--- src/rtl/output_subsystem_pkg.sv ---
// Shared definitions for the matrix output subsystem: FSM encoding, ASCII
// constants and the power-of-ten table used by the decimal converter.
package output_subsystem_pkg;

  typedef enum logic [2:0] {
    IDLE,
    READ,
    WAIT_RD,
    CONV,
    SEND_DIGIT,
    SEND_SEP,
    SEND_CRLF,
    DONE
  } state_t;

  localparam logic [7:0] ASC_0     = 8'd48;
  localparam logic [7:0] ASC_SPACE = 8'd32;
  localparam logic [7:0] ASC_CR    = 8'd13;
  localparam logic [7:0] ASC_LF    = 8'd10;
  localparam logic [7:0] ASC_MINUS = 8'd45;

  localparam logic [2:0] DIM_MAX  = 3'd5;
  localparam int         BUF_LEN  = 11;  // optional sign plus ten digits

  function automatic logic [31:0] pow10(input logic [3:0] idx);
    logic [31:0] p;
    case (idx)
      4'd0:    p = 32'd1;
      4'd1:    p = 32'd10;
      4'd2:    p = 32'd100;
      4'd3:    p = 32'd1_000;
      4'd4:    p = 32'd10_000;
      4'd5:    p = 32'd100_000;
      4'd6:    p = 32'd1_000_000;
      4'd7:    p = 32'd10_000_000;
      4'd8:    p = 32'd100_000_000;
      default: p = 32'd1_000_000_000;
    endcase
    return p;
  endfunction

endpackage

--- src/rtl/output_subsystem_uart_tx.sv ---
// 8N1 UART transmitter: start bit, eight data bits LSB first, one stop bit.
// tx_busy stays high until the stop bit has completed on the line.
module uart_tx #(
  parameter int CLK_FREQ  = 100_000_000,
  parameter int BAUD_RATE = 115200
) (
  input  logic       clk,
  input  logic       rst,
  input  logic [7:0] tx_data,
  input  logic       tx_start,
  output logic       tx_busy,
  output logic       tx
);

  localparam int CLKS_PER_BIT = CLK_FREQ / BAUD_RATE;
  localparam int CW = (CLKS_PER_BIT > 1) ? $clog2(CLKS_PER_BIT) : 1;

  logic [CW-1:0] baud_cnt;
  logic [3:0]    bit_cnt;
  logic [8:0]    shreg;

  // NOTE: sequential state uses non-blocking assignments only, so every
  // branch reads the values from the start of the cycle.
  always_ff @(posedge clk) begin
    if (rst) begin
      tx       <= 1'b1;
      tx_busy  <= 1'b0;
      baud_cnt <= '0;
      bit_cnt  <= '0;
      shreg    <= '1;
    end else if (!tx_busy) begin
      if (tx_start) begin
        tx       <= 1'b0;
        tx_busy  <= 1'b1;
        shreg    <= {1'b1, tx_data};
        baud_cnt <= '0;
        bit_cnt  <= '0;
      end
    end else if (baud_cnt == CW'(CLKS_PER_BIT - 1)) begin
      baud_cnt <= '0;
      if (bit_cnt == 4'd9) begin
        tx_busy <= 1'b0;
      end else begin
        // The stop bit rides in shreg[8] and is shifted out as bit 9.
        tx      <= shreg[0];
        shreg   <= {1'b1, shreg[8:1]};
        bit_cnt <= bit_cnt + 4'd1;
      end
    end else begin
      baud_cnt <= baud_cnt + CW'(1);
    end
  end

endmodule

--- src/rtl/output_subsystem.sv ---
// Prints an m x n matrix from storage as decimal ASCII over a UART, rows
// ended by CR LF. Define OUTPUT_SIGNED_EN to print elements as signed.
module output_subsystem
  import output_subsystem_pkg::*;
#(
  parameter int CLK_FREQ  = 100_000_000,
  parameter int BAUD_RATE = 115200
) (
  input  logic        clk,
  input  logic        rst,
  input  logic        w_en_output,
  input  logic        w_start,
  input  logic [7:0]  w_base_addr,
  input  logic [2:0]  w_dim_m,
  input  logic [2:0]  w_dim_n,
  output logic        w_rd_en,
  output logic [7:0]  w_rd_addr,
  input  logic [31:0] w_rd_data,
  output logic        uart_tx,
  output logic        w_busy,
  output logic        w_tx_done,
  output logic        w_error_flag
);

  state_t      state;
  logic [2:0]  dim_m, dim_n, row, col;
  logic [31:0] conv_val;
  logic [3:0]  pow_idx;
  logic [3:0]  digit;
  logic        started;
  logic [7:0]  dbuf [BUF_LEN];
  logic [3:0]  dlen, didx;
  logic [1:0]  crlf_phase;

  logic [7:0]  tx_data;
  logic        tx_start;
  logic        tx_busy;
  logic        can_send;
  logic        dims_bad;

  // A start pulse is still in flight for one cycle before tx_busy rises.
  assign can_send = !tx_busy && !tx_start;
  assign dims_bad = (w_dim_m == 3'd0) || (w_dim_m > DIM_MAX) ||
                    (w_dim_n == 3'd0) || (w_dim_n > DIM_MAX);

  uart_tx #(
    .CLK_FREQ (CLK_FREQ),
    .BAUD_RATE(BAUD_RATE)
  ) u_uart_tx (
    .clk     (clk),
    .rst     (rst),
    .tx_data (tx_data),
    .tx_start(tx_start),
    .tx_busy (tx_busy),
    .tx      (uart_tx)
  );

  // NOTE: dbuf is a pure datapath buffer and is left out of reset; every
  // entry is written by the converter before SEND_DIGIT reads it.
  always_ff @(posedge clk) begin
    if (rst) begin
      state        <= IDLE;
      w_rd_en      <= 1'b0;
      w_rd_addr    <= '0;
      w_busy       <= 1'b0;
      w_tx_done    <= 1'b0;
      w_error_flag <= 1'b0;
      tx_start     <= 1'b0;
      tx_data      <= '0;
      dim_m        <= '0;
      dim_n        <= '0;
      row          <= '0;
      col          <= '0;
      conv_val     <= '0;
      pow_idx      <= '0;
      digit        <= '0;
      started      <= 1'b0;
      dlen         <= '0;
      didx         <= '0;
      crlf_phase   <= '0;
    end else if (!w_en_output) begin
      // Abort: the transmitter keeps shifting any byte already started.
      state        <= IDLE;
      w_rd_en      <= 1'b0;
      w_busy       <= 1'b0;
      w_tx_done    <= 1'b0;
      w_error_flag <= 1'b0;
      tx_start     <= 1'b0;
    end else begin
      tx_start  <= 1'b0;
      w_tx_done <= 1'b0;
      w_rd_en   <= 1'b0;

      case (state)
        IDLE: begin
          if (w_start) begin
            if (dims_bad) begin
              w_error_flag <= 1'b1;
            end else begin
              w_error_flag <= 1'b0;
              w_busy       <= 1'b1;
              dim_m        <= w_dim_m;
              dim_n        <= w_dim_n;
              row          <= '0;
              col          <= '0;
              w_rd_en      <= 1'b1;
              w_rd_addr    <= w_base_addr;
              state        <= READ;
            end
          end
        end

        READ: state <= WAIT_RD;

        WAIT_RD: begin
          pow_idx <= 4'd9;
          digit   <= '0;
          started <= 1'b0;
`ifdef OUTPUT_SIGNED_EN
          if (w_rd_data[31]) begin
            conv_val <= -w_rd_data;
            dbuf[0]  <= ASC_MINUS;
            dlen     <= 4'd1;
          end else begin
            conv_val <= w_rd_data;
            dlen     <= '0;
          end
`else
          conv_val <= w_rd_data;
          dlen     <= '0;
`endif
          state <= CONV;
        end

        CONV: begin
          if (conv_val >= pow10(pow_idx)) begin
            conv_val <= conv_val - pow10(pow_idx);
            digit    <= digit + 4'd1;
          end else begin
            // Leading zeros are dropped, but the units digit always prints.
            if (started || digit != 4'd0 || pow_idx == 4'd0) begin
              dbuf[dlen] <= ASC_0 + {4'd0, digit};
              dlen       <= dlen + 4'd1;
              started    <= 1'b1;
            end
            digit <= '0;
            if (pow_idx == 4'd0) begin
              didx  <= '0;
              state <= SEND_DIGIT;
            end else begin
              pow_idx <= pow_idx - 4'd1;
            end
          end
        end

        SEND_DIGIT: begin
          if (can_send) begin
            tx_data  <= dbuf[didx];
            tx_start <= 1'b1;
            didx     <= didx + 4'd1;
            if (didx == dlen - 4'd1) begin
              crlf_phase <= '0;
              state      <= (col == dim_n - 3'd1) ? SEND_CRLF : SEND_SEP;
            end
          end
        end

        SEND_SEP: begin
          if (can_send) begin
            tx_data   <= ASC_SPACE;
            tx_start  <= 1'b1;
            col       <= col + 3'd1;
            w_rd_en   <= 1'b1;
            w_rd_addr <= w_rd_addr + 8'd1;
            state     <= READ;
          end
        end

        SEND_CRLF: begin
          if (can_send) begin
            case (crlf_phase)
              2'd0: begin
                tx_data    <= ASC_CR;
                tx_start   <= 1'b1;
                crlf_phase <= 2'd1;
              end
              2'd1: begin
                tx_data  <= ASC_LF;
                tx_start <= 1'b1;
                if (row == dim_m - 3'd1) begin
                  crlf_phase <= 2'd2;
                end else begin
                  row       <= row + 3'd1;
                  col       <= '0;
                  w_rd_en   <= 1'b1;
                  w_rd_addr <= w_rd_addr + 8'd1;
                  state     <= READ;
                end
              end
              default: begin
                // Reached only once the final LF stop bit has left the line.
                w_tx_done <= 1'b1;
                w_busy    <= 1'b0;
                state     <= DONE;
              end
            endcase
          end
        end

        DONE: state <= IDLE;

        default: state <= IDLE;
      endcase
    end
  end

endmodule

--- config.mk ---
export PLATFORM = sky130hd
export DESIGN_NAME = output_subsystem
export DESIGN_NICKNAME = d
export VERILOG_FILES = /design/src/rtl/output_subsystem_pkg.sv /design/src/rtl/output_subsystem_uart_tx.sv /design/src/rtl/output_subsystem.sv
export SDC_FILE = /design/constraint.sdc
export NUM_CORES = 1
export LEC_CHECK = 0
export BUFFER_PORTS_ARGS = -buffer_cell sky130_fd_sc_hd__buf_2
export CELL_PAD_IN_SITES_DETAIL_PLACEMENT = 1
export CELL_PAD_IN_SITES_GLOBAL_PLACEMENT = 1
export CORE_MARGIN = 2
export CORE_UTILIZATION = 40
export DETAILED_ROUTE_END_ITERATION = 7
export PLACE_DENSITY_LB_ADDON = 0.2
export SYNTH_ARGS = -nofsm -noshare
export SYNTH_HDL_FRONTEND = slang
export SYNTH_HIERARCHICAL = 1
export SYNTH_SLANG_ARGS = --single-unit
--- constraint.sdc ---
create_clock -name clk -period 3.6 [get_ports clk]
set_input_delay 0.54 -clock clk [delete_from_list [all_inputs] [get_ports clk]]
set_output_delay 0.54 -clock clk [all_outputs]
set_load 0.02 [all_outputs]
==> run metrics, run 1 <==
vias=8481; Post-synth top cells=136 x dfxtp_1, 136 x nor2_1, 90 x nand2_1, 83 x a21oi_1, 54 x inv_1; # Max-Cap Violations=0; Skew-Pair Late Insertion Delay=0.44 ns; Worst IR Drop VDD=0.000226 V; power per cell area=370 nW/um^2; Yosys warning count=6; routed len/inst=17.5 um; ant diodes=0; CTS sink cnt=180; HP Class=in -> reg; FF+latch count, synth=180; crit end category=register; R2R depth=14; Critical Path Max Stage Delay=0.42 ns; RSZ-0062 raised after global routing=false; layout cells sized above 1=0.151; Clock power frac=0.445; data required time at the worst endpoint=3.94 ns; cell internal pwr=0.00316 W; Final nets=1303; crit path buf inv count=3; setup TNS=0 ns; ANT nets after route=0; largest net degree at the start of global routing=114; crit-path cells=inv_1, ha_1, a21oi_1, o21ai_1, a2111oi_4, o21ai_2, a21o_4, nand2_1, a21oi_1, or3_4, inv_2, ha_1, inv_1, nor3_1; DRC errors left=0; min Tclk post-route=3.38 ns; vias in the first global route=8727; area grow syn2layout=14.2%; Cell Count, Final, Fillers Out=1544; ys async rst share=0; Slew @ Worst Pin=0.877 ns; final core occ=0.463; first-pass GRT wire length=45.2 mm; crit path DAT=3.72 ns; # hold bufs at CTS=0; Post-CTS Resized=0; die area=26700 um^2; Setup Fix Bufs, Post-CTS=0; Routed Wire Length=27.1 mm; sequential-to-total area share from yosys stat=0.398; Pins Over Slew Limit=0; Distinct cells, synth=94; # H-tree levels=4; DRT Pass-1 Iters=4; Final Setup Violations=0; CTS tree=done; gr usage total=0.211; Clock Skew=0.0199 ns; cell count after synthesis=1144; die width=163 um; Starting Density=0.406; f_max=296 MHz; number of flops mapped to enable cells by yosys=44; CTS buffer count=17; area leader, netlist=dfxtp_1; maximum fanout along the worst path=7; vias per cell=5.49; fillers=2968; Core ar.=25000 um^2; CTS root buf=clkbuf_16; port bufs=62; HPWL Detailed=20.0 mm; Logic pwr share=0.070; die height=163 um; synth top area cells=dfxtp_1 27%, edfxtp_1 13%, ha_1 6.3%; Critical-path top delay cell=or3_4; clock tree buffer depth=2; Tot Pwr=0.00429 W; predominant post-synthesis flop cell=dfxtp_1; CP Depth=14; headroom to the max-slew limit=0.408; Pleak=4.60 nW; flop-to-flop setup slack=0.22 ns; final hold vios=0; Setup CP Type=reg -> reg; Site Rows=58; Avg Cell Area, Syn=8.88 um^2; DRT iter0 DRCs=425; startpoint types=register; WHS=0.353 ns; Sw Share=0.265; Top Family by Delay on Critical Path=compound AO/OA/AOI/OAI gates; Final GP Congestion=0.858; Yosys top cell area share=0.268; antenna violations before repair=0; Final Cycle Share=0.939; Post-Synthesis Cell Area=10200 um^2; Post-Place Cells=1512; Flop pwr share=0.485; Psw=0.00114 W; clock transition at the registers of the reported paths=0.08 ns; status=finished clean; Ports=63; grt total ovfl=0
[logic make-up (layout without fill, tap and decap cells)]
family                     after synthesis  count (layout)  synth area share
and+or+nand+nor                        437             437             0.215
AOI/OAI and AO/OA                      294             294             0.204
DFF                                    180             180             0.398
buffers and inverters                  111             180            0.0441
adders and majority gates               52              52            0.0648
xor gates and xnor gates                36              36            0.0311
muxes                                   33              33            0.0429
other                                    1               2          0.000369
[worst min-delay path, cell delays in order]
cell and delay (ns):
buf_2 0.09, nand2_1 0.04, a311oi_1 0.07
[per-stage QoR]
stage / worst slack, ns / instance area, um^2
floorplan: 0.489 / 10200
global placement: 0.173 / 10900
detailed placement: 0.0778 / 10900
CTS: 0.0494 / 11600
global route: 0.00709 / 11600
finish: 0.218 / 11600
[metal layers]
| metal | wire length [um] | up-vias | global-route usage |
|---|---|---|---|
| met2 | 13200 | 72 | 0.362 |
| met5 | 0 | - | 0 |
| met4 | 263 | 0 | 0.0487 |
| met1 | 13000 | 4135 | 0.284 |
| li1 | - | 4255 | - |
| met3 | 577 | 19 | 0.0264 |
[worst min path at each step]
stage | from | to | slack (ns) | depth (start not counted)
2_1_floorplan | tx_data[3] | tx_data[3] | 0.44 | 2
4_1_cts | w_rd_data[12] | conv_val[12] | 0.34 | 3
3_3_place_gp | w_busy | w_busy | 0.44 | 2
3_5_place_dp | w_busy | w_busy | 0.46 | 2
5_1_grt | w_rd_data[14] | conv_val[14] | 0.35 | 3
6_report | w_rd_data[12] | conv_val[12] | 0.35 | 3
[cell type report]
class	count	area (um^2)	area share
clock buffer	17	425	0.0367
inverter	56	210	0.0181
sequential	180	4040	0.349
timing repair buffer	92	576	0.0496
clock inverter	15	204	0.0176
multi-input combinational	854	5720	0.494
tap	330	413	0.0356
[power by group through the flow]
stage          clock, W  combinational (W)  sequential (W)
3_3_place_gp          0           0.000293         0.00213
6_report        0.00191           0.000302         0.00208
3_5_place_dp          0           0.000299         0.00213
2_1_floorplan         0           0.000194         0.00213
4_1_cts         0.00196           0.000301         0.00208
5_1_grt         0.00204           0.000335         0.00208
[cells in the final DEF, fill, tap and decap left out, types with 11 or more instances in the layout]
master	n
dfxtp_1	136
nor2_1	133
nand2_1	89
a21oi_1	82
buf_2	61
inv_1	54
ha_1	51
o21ai_0	49
edfxtp_1	44
nor3_1	40
nand3_1	33
buf_4	28
a211oi_1	26
nor2b_1	25
xnor2_1	25
mux2i_1	21
a311oi_1	20
and3_1	18
nand2b_1	18
clkbuf_16	17
o21bai_1	13
and2_1	13
a21o_1	11
xor2_1	11
Note: power is estimated with default switching activity, not from simulation.
==> run 2, diff against run 1 <==
Settings changed: CTS_BUF_LIST set to sky130_fd_sc_hd__clkbuf_2 sky130_fd_sc_hd__clkbuf_4 sky130_fd_sc_hd__clkbuf_8.
==> run 2 against run 1 <==
Register-to-register slack about the same. Non-clock buffer count is the same. Count of clock-buffer cells in the layout unchanged. Global-route usage fell by 0.13 points. Critical path depth stayed put. Via count rose by 0.52%. Combinational power about the same. Sequential share of layout area is 0.59 points higher. Setup slack improved by 0.011 ns. First-iteration DRC count down 1.4%. Clock power decreased by 24%. Sequential cell count is the same.
==> run metrics, run 2 (synthesis gave the netlist of run 1 again) <==
Pins Over Slew Limit=0; Starting Density=0.406; # Max-Cap Violations=0; WHS=0.292 ns; CTS buffer count=17; commonest non-fill, non-tap cell in the layout=dfxtp_1; Logic pwr share=0.079; Final Cycle Share=0.936; first-pass GRT wire length=44.7 mm; Pleak=4.51 nW; maximum fanout along the worst path=7; power per cell area=338 nW/um^2; crit path DAT=3.77 ns; startpoint types=register; cell internal pwr=0.00275 W; Psw=0.00110 W; HP Class=in -> reg; Worst IR Drop VDD=0.000162 V; Site Rows=58; Final nets=1303; Sw Share=0.286; CTS tree=done; # hold bufs at CTS=0; CTS root buf=clkbuf_8; gr usage total=0.210; f_max=297 MHz; grt total ovfl=0; Core ar.=25000 um^2; data required time at the worst endpoint=4.00 ns; Slew @ Worst Pin=0.890 ns; Ports=63; CTS sink cnt=180; vias in the first global route=8680; vias per cell=5.52; clock tree buffer depth=2; status=finished clean; final hold vios=0; Flop pwr share=0.541; vias=8525; Setup Fix Bufs, Post-CTS=0; Setup CP Type=reg -> reg; die height=163 um; Routed Wire Length=27.0 mm; ANT nets after route=0; Final Setup Violations=0; Post-Place Cells=1512; antenna violations before repair=0; Clock Skew=0.0366 ns; DRC errors left=0; min Tclk post-route=3.37 ns; Final GP Congestion=0.858; layout cells sized above 1=0.149; crit end category=register; clock transition at the registers of the reported paths=0.11 ns; Skew-Pair Late Insertion Delay=0.50 ns; port bufs=62; die area=26700 um^2; most frequent cells in the layout=136 x dfxtp_1, 134 x nor2_1, 89 x nand2_1, 82 x a21oi_1, 61 x buf_2; area grow syn2layout=12.3%; worst slack at placement=0.0778 ns; setup TNS=0 ns; # H-tree levels=4; die width=163 um; DRT iter0 DRCs=419; largest net degree at the start of global routing=114; Clock power frac=0.380; RSZ-0062 raised after global routing=false; headroom to the max-slew limit=0.399; Cell Count, Final, Fillers Out=1544; Post-CTS Resized=0; Final WS setup=0.229 ns; HPWL Detailed=20.0 mm; ant diodes=0; routed len/inst=17.5 um; DRT Pass-1 Iters=5
[run 2: layer usage]
metal / share of wire / GRT usage / vias to the layer above
met4: 0.012 / 0.0547 / 0
met2: 0.49 / 0.358 / 78
met5: 0 / 0 / -
met1: 0.48 / 0.280 / 4167
li1: - / - / 4254
met3: 0.020 / 0.0289 / 26
[run 2: final cells by class]
| class | instances | area [um^2] |
|---|---|---|
| clock buffer | 17 | 234 |
| clock inverter | 15 | 204 |
| fill | 2997 | 13600 |
| inverter | 56 | 210 |
| multi-input combinational | 854 | 5720 |
| sequential | 180 | 4040 |
| tap | 330 | 413 |
| timing repair buffer | 92 | 576 |
[run 2: worst max-delay path, stage by stage, from the launching register on]
cell	delay, ns
dfxtp_1	0.36
inv_1	0.07
ha_1	0.37
a21oi_1	0.23
o21ai_1	0.17
a2111oi_4	0.39
o21ai_2	0.20
a21o_4	0.24
nand2_1	0.09
a21oi_1	0.09
or3_4	0.42
inv_2	0.11
ha_1	0.20
inv_1	0.08
nor3_1	0.27
[run 2: stage by stage]
stage / util / total power [W] / area (um^2)
3_5_place_dp: 0.436 / 0.00243 / 10900
4_1_cts: 0.454 / 0.00389 / 11400
2_1_floorplan: - / 0.00233 / 10200
6_report: 0.455 / 0.00385 / 11400
3_3_place_gp: 0.436 / 0.00242 / 10900
5_1_grt: 0.455 / 0.00401 / 11400
[run 2: final timing paths]
path,startpoint,end,slack (ns),cells after the start
worst max register to register,register,register,0.23,14
worst min-delay path,w_rd_data[12],conv_val[12],0.29,3
worst min register to register,w_busy,w_busy,0.47,2
worst max-delay path,register,register,0.23,14
[run 2: power by group through the flow]
stage | Clock [W] | Combinational, W | Sequential (W)
2_1_floorplan | 0 | 0.000194 | 0.00213
3_3_place_gp | 0 | 0.000293 | 0.00213
3_5_place_dp | 0 | 0.000299 | 0.00213
4_1_cts | 0.00151 | 0.000302 | 0.00208
5_1_grt | 0.00159 | 0.000335 | 0.00209
6_report | 0.00146 | 0.000302 | 0.00208
